<file path="src/rtl/friscv_pkg.sv">
// Core-wide constants shared by the friscv pipeline stages.
// Latency: n/a (constants only).
// Backpressure: n/a.
package friscv_pkg;
    localparam int XLEN       = 32;
    localparam int XLEN_BYTES = XLEN / 8;
endpackage

</file>
<file path="src/rtl/if_stage.sv">
// Instruction fetch: samples the PC, runs one req/gnt/rvalid fetch, loads IF/ID.
// Latency: 3 cycles minimum per instruction (IDLE, REQ, WAIT); pc_advance_out pulses in the load cycle.
// Backpressure: stall_in holds IF/ID and parks the returned word in a hold buffer; flush_in drops it.
//
// Ports:
//   clk, rst_n               clock, asynchronous active-low reset
//   pc_in                    current PC from the pc block
//   stall_in, flush_in       hazard-unit controls (flush wins over stall)
//   pc_advance_out           instruction accepted into IF/ID, PC may update at this edge
//   imem_req/addr/gnt/rvalid/rdata   instruction-memory request/grant/response interface
//   if_id_valid/instr/pc/pc_nxt_out IF/ID pipeline register
//   fetch_err_out            sticky fetch watchdog error
//
// Optional feature: define FETCH_TIMEOUT_EN to enable the fetch watchdog;
// otherwise fetch_err_out is tied 0.
module if_stage
    import friscv_pkg::*;
#(
    parameter logic [31:0] NOP_INSTR      = 32'h0000_0013,
    parameter int          TIMEOUT_CYCLES = 16
) (
    input  logic            clk,
    input  logic            rst_n,
    input  logic [XLEN-1:0] pc_in,
    input  logic            stall_in,
    input  logic            flush_in,
    output logic            pc_advance_out,
    output logic            imem_req_out,
    output logic [XLEN-1:0] imem_addr_out,
    input  logic            imem_gnt_in,
    input  logic            imem_rvalid_in,
    input  logic [31:0]     imem_rdata_in,
    output logic            if_id_valid_out,
    output logic [31:0]     if_id_instr_out,
    output logic [XLEN-1:0] if_id_pc_out,
    output logic [XLEN-1:0] if_id_pc_nxt_out,
    output logic            fetch_err_out
);

    typedef enum logic [1:0] {
        S_IDLE,
        S_REQ,
        S_WAIT,
        S_HOLD
    } state_e;

    state_e          state_q, state_d;
    logic            discard_q, discard_d;
    logic [XLEN-1:0] addr_q;
    logic [31:0]     hold_q;
    logic            valid_q;
    logic [31:0]     instr_q;
    logic [XLEN-1:0] pc_q;
    logic [XLEN-1:0] pc_nxt_q;

    logic load_wait;   // response goes straight into IF/ID
    logic load_hold;   // parked response goes into IF/ID after a stall
    logic park;        // response captured into the hold buffer

    always_comb begin
        state_d   = state_q;
        discard_d = discard_q;
        load_wait = 1'b0;
        load_hold = 1'b0;
        park      = 1'b0;
        case (state_q)
            S_IDLE: state_d = S_REQ;
            S_REQ: begin
                // The request stays up even when flushed; its response is
                // simply thrown away later.
                if (flush_in)    discard_d = 1'b1;
                if (imem_gnt_in) state_d   = S_WAIT;
            end
            S_WAIT: begin
                if (imem_rvalid_in) begin
                    state_d = S_IDLE;
                    if (discard_q) begin
                        discard_d = 1'b0;
                    end else if (flush_in) begin
                        state_d = S_IDLE;
                    end else if (stall_in) begin
                        park    = 1'b1;
                        state_d = S_HOLD;
                    end else begin
                        load_wait = 1'b1;
                    end
                end else if (flush_in) begin
                    discard_d = 1'b1;
                end
            end
            S_HOLD: begin
                if (flush_in) begin
                    state_d = S_IDLE;
                end else if (!stall_in) begin
                    load_hold = 1'b1;
                    state_d   = S_IDLE;
                end
            end
            default: state_d = S_IDLE;
        endcase
    end

    assign pc_advance_out = load_wait | load_hold;

    always_ff @(posedge clk or negedge rst_n) begin
        if (!rst_n) begin
            state_q   <= S_IDLE;
            discard_q <= 1'b0;
            addr_q    <= '0;
            hold_q    <= '0;
            valid_q   <= 1'b0;
            instr_q   <= NOP_INSTR;
            pc_q      <= '0;
            pc_nxt_q  <= '0;
        end else begin
            state_q   <= state_d;
            discard_q <= discard_d;
            if (state_q == S_IDLE) addr_q <= pc_in;
            if (park)              hold_q <= imem_rdata_in;

            if (flush_in) begin
                valid_q <= 1'b0;
                instr_q <= NOP_INSTR;
            end else if (stall_in) begin
                valid_q <= valid_q;
            end else if (pc_advance_out) begin
                valid_q  <= 1'b1;
                instr_q  <= load_hold ? hold_q : imem_rdata_in;
                pc_q     <= addr_q;
                pc_nxt_q <= addr_q + XLEN'(XLEN_BYTES);
            end else begin
                // Bubble between fetches.
                valid_q <= 1'b0;
            end
        end
    end

    assign imem_req_out     = (state_q == S_REQ);
    assign imem_addr_out    = addr_q;
    assign if_id_valid_out  = valid_q;
    assign if_id_instr_out  = instr_q;
    assign if_id_pc_out     = pc_q;
    assign if_id_pc_nxt_out = pc_nxt_q;

`ifdef FETCH_TIMEOUT_EN
    localparam int CNT_W = $clog2(TIMEOUT_CYCLES + 1);

    logic [CNT_W-1:0] cnt_q;
    logic [CNT_W-1:0] cnt_inc;
    logic             err_q;

    // Saturating increment so a hung fetch never wraps back below the limit.
    assign cnt_inc = (cnt_q == {CNT_W{1'b1}}) ? cnt_q : cnt_q + 1'b1;

    always_ff @(posedge clk or negedge rst_n) begin
        if (!rst_n) begin
            cnt_q <= '0;
            err_q <= 1'b0;
        end else begin
            if (state_q == S_IDLE) begin
                cnt_q <= '0;
            end else if (state_q == S_REQ || state_q == S_WAIT) begin
                cnt_q <= cnt_inc;
                if (cnt_inc == CNT_W'(TIMEOUT_CYCLES)) err_q <= 1'b1;
            end
        end
    end

    assign fetch_err_out = err_q;
`else
    // No watchdog: the comparison is false for every legal limit.
    assign fetch_err_out = (TIMEOUT_CYCLES < 0);
`endif

endmodule

</file>
<file path="config.mk">
export PLATFORM = sky130hd
export DESIGN_NAME = if_stage
export DESIGN_NICKNAME = d
export VERILOG_FILES = /design/src/rtl/friscv_pkg.sv /design/src/rtl/if_stage.sv
export SDC_FILE = /design/constraint.sdc
export NUM_CORES = 1
export LEC_CHECK = 0
export ABC_CLOCK_PERIOD_IN_PS = 1800
export CAP_MARGIN = 0
export CELL_PAD_IN_SITES_DETAIL_PLACEMENT = 0
export CELL_PAD_IN_SITES_GLOBAL_PLACEMENT = 1
export CORE_MARGIN = 2
export CORE_UTILIZATION = 33
export DETAILED_ROUTE_END_ITERATION = 10
export PLACE_DENSITY = 0.77
export SLEW_MARGIN = 0
export SYNTH_ARGS = -nofsm -noshare
export SYNTH_HDL_FRONTEND = slang
export SYNTH_SLANG_ARGS = --single-unit
</file>
<file path="constraint.sdc">
create_clock -name clk -period 1.8 [get_ports clk]
set_input_delay 0.18 -clock clk [delete_from_list [all_inputs] [get_ports clk]]
set_output_delay 0.18 -clock clk [all_outputs]
set_load 0.01 [all_outputs]
</file>
* Word-level counts from Yosys, hierarchy flattened
Cells that the tools add are included.
Widths: inputs -> output; s select.
** Operators by class
- $add $sub $neg :: 1
- Equal/unequal tests :: 7
- Multiplexer cells :: 29
- Bitwise logic cells :: 3
- Reduce and logical (&&, ||, !) cells :: 6
** Operators by type and width (count)
- $mux 32 :: 4
- $add 32x3->32 const B :: 1
- $mux 1 :: 16
- $mux 2 :: 7
- $pmux 2 s4 :: 1
- $reduce_and 3->1 :: 2
- $eq 2x2->1 const B :: 2
- $ne 2x1->1 const B :: 2
- $reduce_bool 2->1 :: 2
- $ne 3x3->1 const B :: 1
- $eq 2x1->1 const B :: 1
- $logic_not 2->1 :: 1
- $ne 2x2->1 const B :: 1
- $not 1->1 :: 2
- $pmux 1 s2 :: 1
- $reduce_and 2->1 :: 1
- $or 1x1->1 :: 1
** Storage, ports and cells
- Flip-flop bits (word level) :: 164
- Input port bits :: 70
- Output and inout bits :: 132
- Word-level logic and storage cells :: 54

* Logic depth before layout (Yosys ltp)
Gate-level depths: netlist of run 1.
- Depth in word-level cells :: 9
- Depth in mapped cells :: 9
- Gate-level depth less buffers :: 7

* Worst setup path after synthesis of run 1
No wires, ideal clock.
- Kind :: register to register
- Start :: register state_q[0]
- End :: register instr_q[21] (netlist: if_id_instr_out[21])
- Library setup time :: 64 ps
- Data arrival time :: 1757 ps
- Data required time :: 1736 ps
- Setup slack :: -21 ps
- Cell stages (with the launch flop) :: 10
- Buffers on the path :: 2
- Period minus slack after synthesis :: 1821 ps
- Cells stage by stage :: dfrtp_1 inv_1 ha_1 and3b_1 o21ai_1 inv_2 nor2_1 buf_2 buf_2 a21o_1
** Between the ends
- Cells in the longest elaborated chain, start to end :: 6
- Elaborated cells on any way between the ends :: 11
- Classes of those cells :: 2 x eq/ne; 6 x mux; 1 x bitwise; 2 x reduce/logical
** Ends and longest elaborated chain
- from (decl) :: RTL line if_stage.sv:47 : state_e state_q, state_d;
- from (signal assigned) :: RTL line if_stage.sv:116 : state_q <= state_d;
- $eq 2x2->1 :: RTL line if_stage.sv:66 : case (state_q)
- $mux 1 :: RTL line if_stage.sv:66
- $mux 32 :: RTL line if_stage.sv:128 : instr_q <= load_hold ? hold_q : imem_rdata_in;
- $mux 32 :: RTL line if_stage.sv:126 : end else if (pc_advance_out) begin
- $mux 32 :: RTL line if_stage.sv:124 : end else if (stall_in) begin
- $mux 32 :: RTL line if_stage.sv:121 : if (flush_in) begin
- to (signal assigned) :: RTL line if_stage.sv:128
- to (decl) :: RTL line if_stage.sv:52 : logic [31:0] instr_q;
Several ways; a longest one is shown, not always the timed one. The select of a mux whose other input is x is not followed.
A chain may end at the register's enable or synchronous reset.

* Worst setup path in the final report of run 1
- Start :: register state_q[1]
- End :: output port pc_advance_out
** Between the ends
- Cells in the longest elaborated chain, start to end :: 3
- Elaborated cells on any way between the ends :: 5
- Classes of those cells :: 2 x eq/ne; 2 x mux; 1 x bitwise
** Ends and longest elaborated chain
- $eq 2x2->1 :: RTL line if_stage.sv:66
- $mux 1 :: RTL line if_stage.sv:66
- $or 1x1->1 (*) :: RTL line if_stage.sv:103 : assign pc_advance_out = load_wait | load_hold;
- to (decl) :: RTL line if_stage.sv:27 : output logic pc_advance_out,
Every way passes the cells marked *; elsewhere a longest branch is shown, timed or not.

==> impl_metrics.toml, run 1 <==
[sta]
layout_setup_ws_ns = -0.04043
finalSetupViolCount = 29
worst_clock_skew_ns = 0.006896
setup_total_negative_slack_ns = -0.2474
finalWorstPathRequiredPeriod_ns = 1.840
clock.fmax_mhz = 543.4
rsz0062_at_grt = "yes"
drv_slew = 0
hold_violations = 0
post-route-period-util_pct = 102.2

[critical_path]
crit_fanout = 2
required_time_of_the_worst_setup_path_ns = 1.62
r2r.worst_path.cells = 9
nature_of_the_critical_path_startpoint = "flop"
setup.worst_path.end_class = "output port"
worstSetupPathType = "reg2out"
reg2reg_to = "if_id_instr_out[28]"
r2r_setup_slack_ns = -0.02
critical_path_arrival_ns = 1.66
startpoint_of_the_worst_register_to_register_path = "state_q[1]"

[global_routing]
grt_pass1_wl_um = 31100
groute.usage.overall_pct = 18.34
grt_max_degree = 45
antenna_found_initial = 1
grt_pass1_vias = 5556
global_route.overflow_total = 0

[place]
place.detailed.instances = 1105
portBuffers = 200
place_congestion = 0.8088
final_hpwl_dp_um = 13760

[layout]
post_route_cells_drive_above_1_share_pct = 22.58
area_of_the_multi_input_gates_sq_mm = 0.002758
total_inserted_antenna_cells = 0
layout-area-overhead-vs-synth_pct = 53.82
seq_area_sq_mm = 0.004058
layout.nets = 941
final.fill_count = 1915
stdcell_count = 1152

[logic_synthesis]
syn_area_per_cell_sq_um = 11.45
yosysSeqAreaShare_pct = 58.30
ys_dominant_reg_cell = "dfrtp_1"
syn-instance-count = 608
netlist_area_sq_mm = 0.006960
yosysWarningCount = 0
synth_edf_count = 0
synth_async_sr_flop_share_pct = 100.0
synth.distinct_cells = 42
synth_seq_cells = 162
synth.net_count = 684

[power_and_ir_drop]
cellLeakagePower_uw = 0.005014
peakVddDrop_mv = 0.8138
sw_frac_of_total_pct = 32.37
power.clock.fraction_pct = 23.6
combPwrFrac_pct = 42.2
internal_power_uw = 11680
pwr_density_cell_mw_per_mm2 = 1613
netSwitchingPower_uw = 5589
share_seq_of_total_power_pct = 34.2

[floorplan]
core-area_sq_mm = 0.02089
initial_core_utilization_pct = 33.32
die_w_um = 149.2
die_area_sq_mm = 0.02227
number_of_placed_i_o_pins = 202
dieHeight_um = 149.2
placement_rows = 53

[clocking]
cts-htree-levels = 4
clkTransAtPathRegs_ns = 0.06
tritoncts = "built"
numCtsBuffers = 17
clock-root-buffer = "clkbuf_16"
clk_path_buf_depth = 2
clkLatencyLatePin_ns = 0.42
clock-sinks = 162

[drt]
final_antenna_net_count = 0
number_of_vias_after_detailed_routing = 5551
drt_pass1_iterations = 4
drt-total-wl_um = 20250
wl_per_cell_um = 17.58
via_per_inst = 4.819
drtIter0Drc = 236
remaining_drc_errors = 0

[worst_hold_path]
holdCritPathClass = "in2async"

[job]
maxCapViolations = 0

[run_status]
failed_checks = "setup timing"
run_status = "finished with violations"
[metrics by stage]
step                      total power (uW)  utilization, %  cell area (sq um)  hold WS, ns  worst slack (ns)
after detailed placement             13020           46.55               9723       0.1661          -0.08784
after global placement               12940           46.55               9723       0.1625          -0.06432
after CTS                            17340           50.52              10550       0.2781          -0.06432
after floorplan                       8876               -               6965      -0.1156           0.01846
final                                17260           51.25              10710       0.2657          -0.04043
after global routing                 18360           51.25              10710       0.2907           -0.1187
[kinds of logic after synthesis]
group / Yosys count / share of synthesized area [%]
other: 1 / 0.05388
buffers and inverters: 49 / 3.379
xor gates and xnor gates: 12 / 1.510
adders and majority gates: 6 / 1.079
muxes: 63 / 10.14
and+or+nand+nor: 196 / 13.30
DFF: 162 / 58.30
AOI/OAI and AO/OA: 119 / 12.24
[synthesized netlist by cell type (2+ instances only)]
cell type	instances	share of area, %
a211o_1	4	0.50
a21o_1	29	3.1
a21oi_1	2	0.14
a22o_1	29	3.6
a31oi_1	14	1.3
and3_1	6	0.54
and3b_1	3	0.38
and4_1	2	0.25
buf_1	8	0.43
buf_2	11	0.79
buf_4	6	0.65
buf_6	2	0.32
clkbuf_1	14	0.75
dfrtp_1	159	57
dfstp_2	3	1.1
ha_1	6	1.1
inv_1	7	0.38
mux2_2	60	9.7
mux2i_1	3	0.43
nand2_1	122	6.6
nand3_1	11	0.79
nand4_1	8	0.72
nand4_4	2	0.61
nor2_1	19	1.0
nor2b_1	2	0.18
nor3_1	2	0.14
o211ai_1	2	0.22
o21ai_0	25	1.8
o31ai_1	11	1.2
or3_1	3	0.27
or4_1	12	1.3
xnor2_1	5	0.63
xor2_1	7	0.88
[critical path, stage by stage (launching register included)]
cell,delay [ns]
dfrtp_1,0.41
ha_4,0.17
and3b_2,0.22
o21ai_4,0.22
inv_2,0.08
buf_2,0.15
[area by class of cell]
class / instances / share of cell area, %
well taps: 275 / 3.214
multi-input cells: 397 / 25.76
clock inverters: 11 / 1.870
flip-flops and latches: 162 / 37.90
inverters: 8 / 0.2805
repair buffers: 279 / 26.62
clock buffers: 20 / 4.359
[sequential cells by signal (all words and copies together) (netlist names)]
signal            flops
discard_q             1
state_q               2
imem_addr_out        32
if_id_pc_out         32
if_id_valid_out       1
if_id_pc_nxt_out     30
if_id_instr_out      32
hold_q               32
[how the worst max path moves through the flow]
stage	slack [ns]	endpoint	depth (start not counted)	start
detailed placement	-0.09	if_id_pc_nxt_out[22]	7	imem_rvalid_in
CTS	-0.06	pc_advance_out	5	state_q[1]
floorplan	0.02	imem_addr_out[10]	5	state_q[0]
global route	-0.12	if_id_instr_out[8]	10	state_q[0]
finish	-0.04	pc_advance_out	5	state_q[1]
global placement	-0.06	if_id_pc_nxt_out[22]	7	imem_rvalid_in
[cells in the final DEF (no fill, tap or decap), types with 12 or more instances in the layout]
cell             synthesis  final
a22o_1                  29     29
mux2_2                  60     60
clkdlybuf4s50_1          0    196
clkbuf_16                0     19
o21ai_0                 25     25
nor2_1                  19     16
buf_12                   0     12
nand2_1                122    122
dfrtp_1                159    159
a31oi_1                 14     14
buf_4                    6     54
a21o_1                  29     29
[power groups by stage]
| stage | Clock (uW) | Sequential, uW | Combinational (uW) |
|---|---|---|---|
| 2_1_floorplan | 0 | 6520 | 2360 |
| 3_3_place_gp | 0 | 5930 | 7010 |
| 3_5_place_dp | 0 | 5950 | 7070 |
| 4_1_cts | 4200 | 5910 | 7230 |
| 5_1_grt | 4360 | 6080 | 7920 |
| 6_report | 4070 | 5900 | 7290 |
[repair_timing]
action                     in CTS  in global routing
cloned                          2                  2
resized for setup              24                 22
hold endpoints to repair       37                  0
setup endpoints to repair      15                 85
hold buffers                    1                  0
pin swaps                      21                  4
setup buffers                   6                  5
[layer usage]
metal	routed length, um	global-route usage, %	part of all wire, %
met5	13	0	0.064
met4	187	3.810	0.92
met3	1728	7.492	8.5
met2	9362	28.16	46
met1	8959	24.52	44
Note: power is estimated with default switching activity, not from simulation.
==> run 2, diff against run 1 <==
--- a/config.mk
+++ b/config.mk
@@ -12,6 +12,7 @@
 export CORE_MARGIN = 2
 export CORE_UTILIZATION = 33
 export DETAILED_ROUTE_END_ITERATION = 10
+export GPL_ROUTABILITY_DRIVEN = 0
 export PLACE_DENSITY = 0.77
 export SLEW_MARGIN = 0
 export SYNTH_ARGS = -nofsm -noshare
==> results of run 2 <==
No change in the layout: final DEF, timing and power equal those of run 1.
